`src/rtl/dphy_byte_align.sv`:
```
// ---------------------------------------------------------------------------
// dphy_byte_align
// Per-lane HS byte aligner for the CSI-2 D-PHY receive path. While the
// settle-ignore qualifier is high it hunts for the HS sync byte at any of the
// eight bit offsets of a 16-bit window, locks to the lowest matching offset,
// and then emits byte-aligned payload until the burst ends. The sync byte
// itself is consumed and never forwarded.
//
// Parameters
//   SYNC_BYTE       HS-SoT sync pattern, bit 0 first on the wire
//   SEARCH_TIMEOUT  qualified search cycles allowed before a sync error (>= 2)
//
// Ports
//   clk_i            byte clock from the deserializer
//   rst_n_i          asynchronous active-low reset
//   hs_data_valid_i  HS qualifier from the settle-ignore stage
//   data_i[7:0]      raw deserialized word, bit 0 earliest on the wire
//   byte_o[7:0]      aligned payload byte (holds when byte_valid_o is low)
//   byte_valid_o     byte_o carries payload this cycle
//   sync_found_o     one-cycle pulse when the sync byte is locked
//   sync_err_o       one-cycle pulse when the search times out
// ---------------------------------------------------------------------------
module dphy_byte_align #(
  parameter logic [7:0]  SYNC_BYTE      = 8'hB8,
  parameter int unsigned SEARCH_TIMEOUT = 16
) (
  input  logic       clk_i,
  input  logic       rst_n_i,
  input  logic       hs_data_valid_i,
  input  logic [7:0] data_i,
  output logic [7:0] byte_o,
  output logic       byte_valid_o,
  output logic       sync_found_o,
  output logic       sync_err_o
);

  localparam int unsigned CNT_W = $clog2(SEARCH_TIMEOUT + 1);
  localparam logic [CNT_W-1:0] CNT_LAST = CNT_W'(SEARCH_TIMEOUT - 1);
  localparam logic [CNT_W-1:0] CNT_MAX  = CNT_W'(SEARCH_TIMEOUT);

  typedef enum logic [1:0] {
    IDLE_S    = 2'd0,
    SEARCH_S  = 2'd1,
    ALIGNED_S = 2'd2,
    ERR_S     = 2'd3
  } state_t;

  state_t           r_state;
  state_t           w_state_nxt;
  logic [7:0]       r_prev;
  logic [2:0]       r_offset;
  logic [2:0]       w_offset_nxt;
  logic [CNT_W-1:0] r_search_cnt;
  logic [CNT_W-1:0] w_cnt_nxt;
  logic [CNT_W-1:0] w_cnt_inc;
  logic [7:0]       r_byte;
  logic [7:0]       w_byte_nxt;
  logic             r_byte_valid;
  logic             w_byte_valid_nxt;
  logic             r_sync_found;
  logic             w_sync_found_nxt;
  logic             r_sync_err;
  logic             w_sync_err_nxt;

  logic [15:0]      w_win;
  logic             w_match;
  logic [2:0]       w_match_k;
  logic [7:0]       w_aligned;

  // Current word on top of the previous one: a byte starting at bit k of the
  // previous word is w_win[k+7:k].
  assign w_win = {data_i, r_prev};

  // Lowest matching offset wins: scan downwards so lower k overrides.
  always_comb begin
    w_match   = 1'b0;
    w_match_k = 3'd0;
    for (int k = 7; k >= 0; k--) begin
      if (w_win[k +: 8] == SYNC_BYTE) begin
        w_match   = 1'b1;
        w_match_k = 3'(k);
      end
    end
  end

  // Payload extraction at the locked offset.
  assign w_aligned = w_win[r_offset +: 8];

  // Saturating search counter increment.
  assign w_cnt_inc = (r_search_cnt == CNT_MAX) ? r_search_cnt
                                               : r_search_cnt + CNT_W'(1);

  // Next-state and next-output logic.
  always_comb begin
    w_state_nxt      = r_state;
    w_offset_nxt     = r_offset;
    w_cnt_nxt        = r_search_cnt;
    w_byte_nxt       = r_byte;
    w_byte_valid_nxt = 1'b0;
    w_sync_found_nxt = 1'b0;
    w_sync_err_nxt   = 1'b0;

    case (r_state)
      IDLE_S, SEARCH_S: begin
        if (!hs_data_valid_i) begin
          // Burst ended before lock: quietly start over.
          w_state_nxt = IDLE_S;
          w_cnt_nxt   = '0;
        end else if (w_match) begin
          // A match on the final allowed search cycle still wins.
          w_state_nxt      = ALIGNED_S;
          w_offset_nxt     = w_match_k;
          w_sync_found_nxt = 1'b1;
          w_cnt_nxt        = '0;
        end else if (r_search_cnt >= CNT_LAST) begin
          w_state_nxt    = ERR_S;
          w_sync_err_nxt = 1'b1;
          w_cnt_nxt      = w_cnt_inc;
        end else begin
          w_state_nxt = SEARCH_S;
          w_cnt_nxt   = w_cnt_inc;
        end
      end

      ALIGNED_S: begin
        if (hs_data_valid_i) begin
          w_byte_nxt       = w_aligned;
          w_byte_valid_nxt = 1'b1;
        end else begin
          w_state_nxt = IDLE_S;
        end
      end

      ERR_S: begin
        // Discard the rest of the burst.
        if (!hs_data_valid_i) begin
          w_state_nxt = IDLE_S;
          w_cnt_nxt   = '0;
        end
      end

      default: begin
        w_state_nxt = IDLE_S;
        w_cnt_nxt   = '0;
      end
    endcase
  end

  // State and output registers.
  always_ff @(posedge clk_i or negedge rst_n_i) begin
    if (!rst_n_i) begin
      r_state      <= IDLE_S;
      r_prev       <= 8'h00;
      r_offset     <= 3'd0;
      r_search_cnt <= '0;
      r_byte       <= 8'h00;
      r_byte_valid <= 1'b0;
      r_sync_found <= 1'b0;
      r_sync_err   <= 1'b0;
    end else begin
      r_state      <= w_state_nxt;
      // Outside a burst the history word is zeroed so a new burst never
      // matches against stale bits.
      r_prev       <= hs_data_valid_i ? data_i : 8'h00;
      r_offset     <= w_offset_nxt;
      r_search_cnt <= w_cnt_nxt;
      r_byte       <= w_byte_nxt;
      r_byte_valid <= w_byte_valid_nxt;
      r_sync_found <= w_sync_found_nxt;
      r_sync_err   <= w_sync_err_nxt;
    end
  end

  assign byte_o       = r_byte;
  assign byte_valid_o = r_byte_valid;
  assign sync_found_o = r_sync_found;
  assign sync_err_o   = r_sync_err;

endmodule

```
`config.mk`:
```
export PLATFORM = sky130hd
export DESIGN_NAME = dphy_byte_align
export DESIGN_NICKNAME = d
export VERILOG_FILES = /design/src/rtl/dphy_byte_align.sv
export SDC_FILE = /design/constraint.sdc
export NUM_CORES = 1
export LEC_CHECK = 0
export CELL_PAD_IN_SITES_DETAIL_PLACEMENT = 1
export CELL_PAD_IN_SITES_GLOBAL_PLACEMENT = 1
export CORE_MARGIN = 2
export CORE_UTILIZATION = 43
export CTS_CLUSTER_DIAMETER = 80
export DETAILED_ROUTE_END_ITERATION = 10
export GPL_TIMING_DRIVEN = 0
export PLACE_DENSITY = 0.77
export SLEW_MARGIN = 20
export SYNTH_ARGS = -nofsm -noshare
export SYNTH_HDL_FRONTEND = slang
export SYNTH_SLANG_ARGS = --single-unit
```
`constraint.sdc`:
```
create_clock -name clk_i -period 1.7 [get_ports clk_i]
set_input_delay 0.425 -clock clk_i [delete_from_list [all_inputs] [get_ports clk_i]]
set_output_delay 0.425 -clock clk_i [all_outputs]
set_load 0.05 [all_outputs]
```
==> run summary <==
Critical R2R Capture = r_offset[0]$_DFFE_PN0P_
Initial Utilization = 44.1%
sequential share of power = 35.5%
clock sink total = 29
final worst-path cycle share = 104%
# IOs = 22
Clock Path Buffers = 2
Placement Rows = 23
kind of end point of the critical path = flip-flop
Clock Power Share = 25.9%
hpwl dp = 3120 µm
P per Cell Area = 1120 nW/µm²
R2R depth = 6
Core Area = 3940 µm²
CTS H-tree lvls = 2
vias = 1,420
die area = 4570 µm²
Fill cells = 432
TritonCTS buffer count = 5
Reg2Reg Setup Slack = -0.08 ns
Tmin final = 1.78 ns
largest net degree at the start of global routing = 30
Setup WS post-layout = -0.0763 ns
run status = finished, violations left
Pleak = 0.992 nW
Pint = 1.53 mW
Slew @ Worst Pin = 0.666 ns
Clock Skew = 0.00492 ns
vias per std cell = 5.73
worst endpoint required time = 1.87 ns
# nets final = 211
sequential area share after synthesis = 41.7%
worst rel slew slack = 55.6%
Crit Path Class = flip-flop to flip-flop
Hold Vio Cnt, Final = 0
Post-Layout Inst Area = 2220 µm²
cells after synthesis = 161
commonest non-fill, non-tap cell in the layout = dfrtp_1
max-cap violation count = 0
Finish-stage setup viols = 6
yosys warns = 0
worst min path class = primary input to async pin
Max Fanout on Critical Path = 4
DR iter-0 viols = 37
most frequent cells in the layout = 27 x dfrtp_1, 15 x o21ai_0, 15 x mux2i_1, 14 x dlygate4sd2_1, 13 x nand2_1
antenna-violating nets left = 0
RSZ-0062 raised after global routing = true
clk root buf = clkbuf_8
Placed Area = 2010 µm²
vias in the first global route = 1,436
All-Layer GR Usage = 22.9%
Placer Congestion = 0.793
CTS tree = yes
hold_ws = 0.162 ns
CP arrival = 1.95 ns
initial antenna violation count = 0
Achievable Freq = 563 MHz
clk slew on worst S/H paths = 0.07 ns
# diodes = 0
first-pass GRT wire length = 7430 µm
#FFs+latches synth = 29
Multi-input gate area = 1000 µm²
FF-to-FF Start = r_prev[7]$_DFF_PN0_
quantity of I/O buffers inserted on ports = 21
Yosys cell types = 41
Storage cell area = 728 µm²
wire per inst = 19.2 µm
Syn-to-layout area delta = 27.7%
synthesized area = 1740 µm²
die outline width = 67.6 µm
setup slack at placement = -0.631 ns
Switch Pwr = 0.963 mW
combinational share of power = 38.6%
power consumption = 2.49 mW
drt drc = 0
failing checks = negative setup slack
Syn Nets = 175
grt ovf = 0
Die Ht = 67.6 µm
crit start category = flip-flop
Detailed Route WL = 4760 µm
Avg Cell Area, Syn = 10.8 µm²
switching fraction of total power = 38.6%
share of post-route cells with drive strength above 1 = 26.8%
TritonRoute pass-1 iters = 4
peak supply drop = 551 µV
max-slew violations = 0
Skew-Pair Late Insertion Delay = 0.29 ns
## layout make-up
cell class                 count  area share (%)
buffer                         7            2.08
tap                           50            2.82
clock buffer                   7            4.34
sequential                    29            32.8
multi-input combinational    119            45.0
inverter                       6            1.01
timing repair buffer          29            11.7
clock inverter                 1           0.225
## metal layers
| layer | GRT usage (%) | vias to the layer above | routed length [µm] |
|---|---|---|---|
| li1 | - | 668 | - |
| met5 | 0 | - | 0 |
| met1 | 28.1 | 713 | 2060 |
| met3 | 4.50 | 8 | 173 |
| met4 | 10.7 | 0 | 79 |
| met2 | 38.4 | 31 | 2440 |
## power groups by stage
stage                     sequential (mW)  clock, mW  combinational [mW]
after floorplan                      1.14          0               0.422
after global placement              0.888          0               0.952
after detailed placement            0.902          0               0.979
after CTS                           0.890      0.652               0.936
after global routing                0.903      0.696                1.04
final                               0.886      0.646               0.963
## cells in the mapped netlist, drive strengths merged
cell type | count | area [µm²]
a211o | 1 | 8.76
a21o | 1 | 7.51
a21oi | 6 | 30.0
a22o | 2 | 17.5
a22oi | 1 | 7.51
a31oi | 1 | 6.26
and2 | 10 | 65.1
and3 | 1 | 6.26
and4bb | 9 | 116
buf | 4 | 31.3
clkbuf | 3 | 11.3
dfrtp | 29 | 726
ha | 3 | 37.5
inv | 6 | 22.5
mux2 | 4 | 45.0
mux2i | 15 | 150
mux4 | 4 | 90.1
nand2 | 13 | 48.8
nand2b | 1 | 6.26
nand3 | 4 | 20.0
nand3b | 1 | 7.51
nand4 | 1 | 12.5
nand4b | 1 | 8.76
nor2 | 7 | 26.3
nor2b | 2 | 12.5
nor3b | 1 | 7.51
nor4b | 1 | 8.76
nor4bb | 3 | 30.0
o21ai | 21 | 120
o2bb2ai | 1 | 8.76
o31a | 1 | 8.76
o31ai | 2 | 28.8
or3 | 1 | 6.26
## kinds of logic after synthesis
| logic type | after synthesis | synth area share, % |
|---|---|---|
| AOI/OAI and AO/OA | 37 | 14.0 |
| adders and majority gates | 3 | 2.16 |
| buffers and inverters | 13 | 3.74 |
| DFF | 29 | 41.7 |
| muxes | 23 | 16.4 |
| and+or+nand+nor | 56 | 22.0 |
## sequential cells by signal (all words and copies together) (netlist names)
signal        flops
sync_err_o        1
r_state           2
r_offset          3
byte_o            8
r_prev            8
sync_found_o      1
byte_valid_o      1
r_search_cnt      5
## timing repair
action                     in CTS  in global routing
gates resized for setup        34                  9
pin swaps                       4                  8
cloned                          1                  0
setup buffers                   1                  6
hold buffers                    0                  0
setup endpoints to repair      24                  9
## worst max-delay path, cell delays in order, from the launching register on
cell and delay [ns]:
dfrtp_2 0.43, buf_6 0.14, and4bb_2 0.22, o21ai_2 0.22, nand4_2 0.15, and2_4 0.21
mux2_4 0.29
## per-stage QoR
| step | setup TNS (ns) | instances | utilization [%] |
|---|---|---|---|
| final | -0.239 | 248 | 56.4 |
| after global routing | -0.816 | 248 | 56.4 |
| after CTS | 0 | 242 | 54.6 |
| after detailed placement | -7.90 | 232 | 50.9 |
| after global placement | -14.84 | 232 | 51.1 |
| after floorplan | 0 | 161 | - |
## how the worst max path moves through the flow
stage,start,to,slack (ns),cells after the start
finish,r_prev[7]$_DFF_PN0_,r_offset[0]$_DFFE_PN0P_,-0.08,6
global route,r_prev[7]$_DFF_PN0_,r_search_cnt[1]$_DFFE_PN0P_,-0.13,7
CTS,data_i[3],r_search_cnt[1]$_DFFE_PN0P_,0.005,7
detailed placement,data_i[1],r_search_cnt[1]$_DFFE_PN0P_,-0.63,7
global placement,data_i[1],r_offset[0]$_DFFE_PN0P_,-0.57,6
floorplan,r_prev[2]$_DFF_PN0_,r_offset[0]$_DFFE_PN0P_,0.16,5
Power figures use the tool's default switching activity.
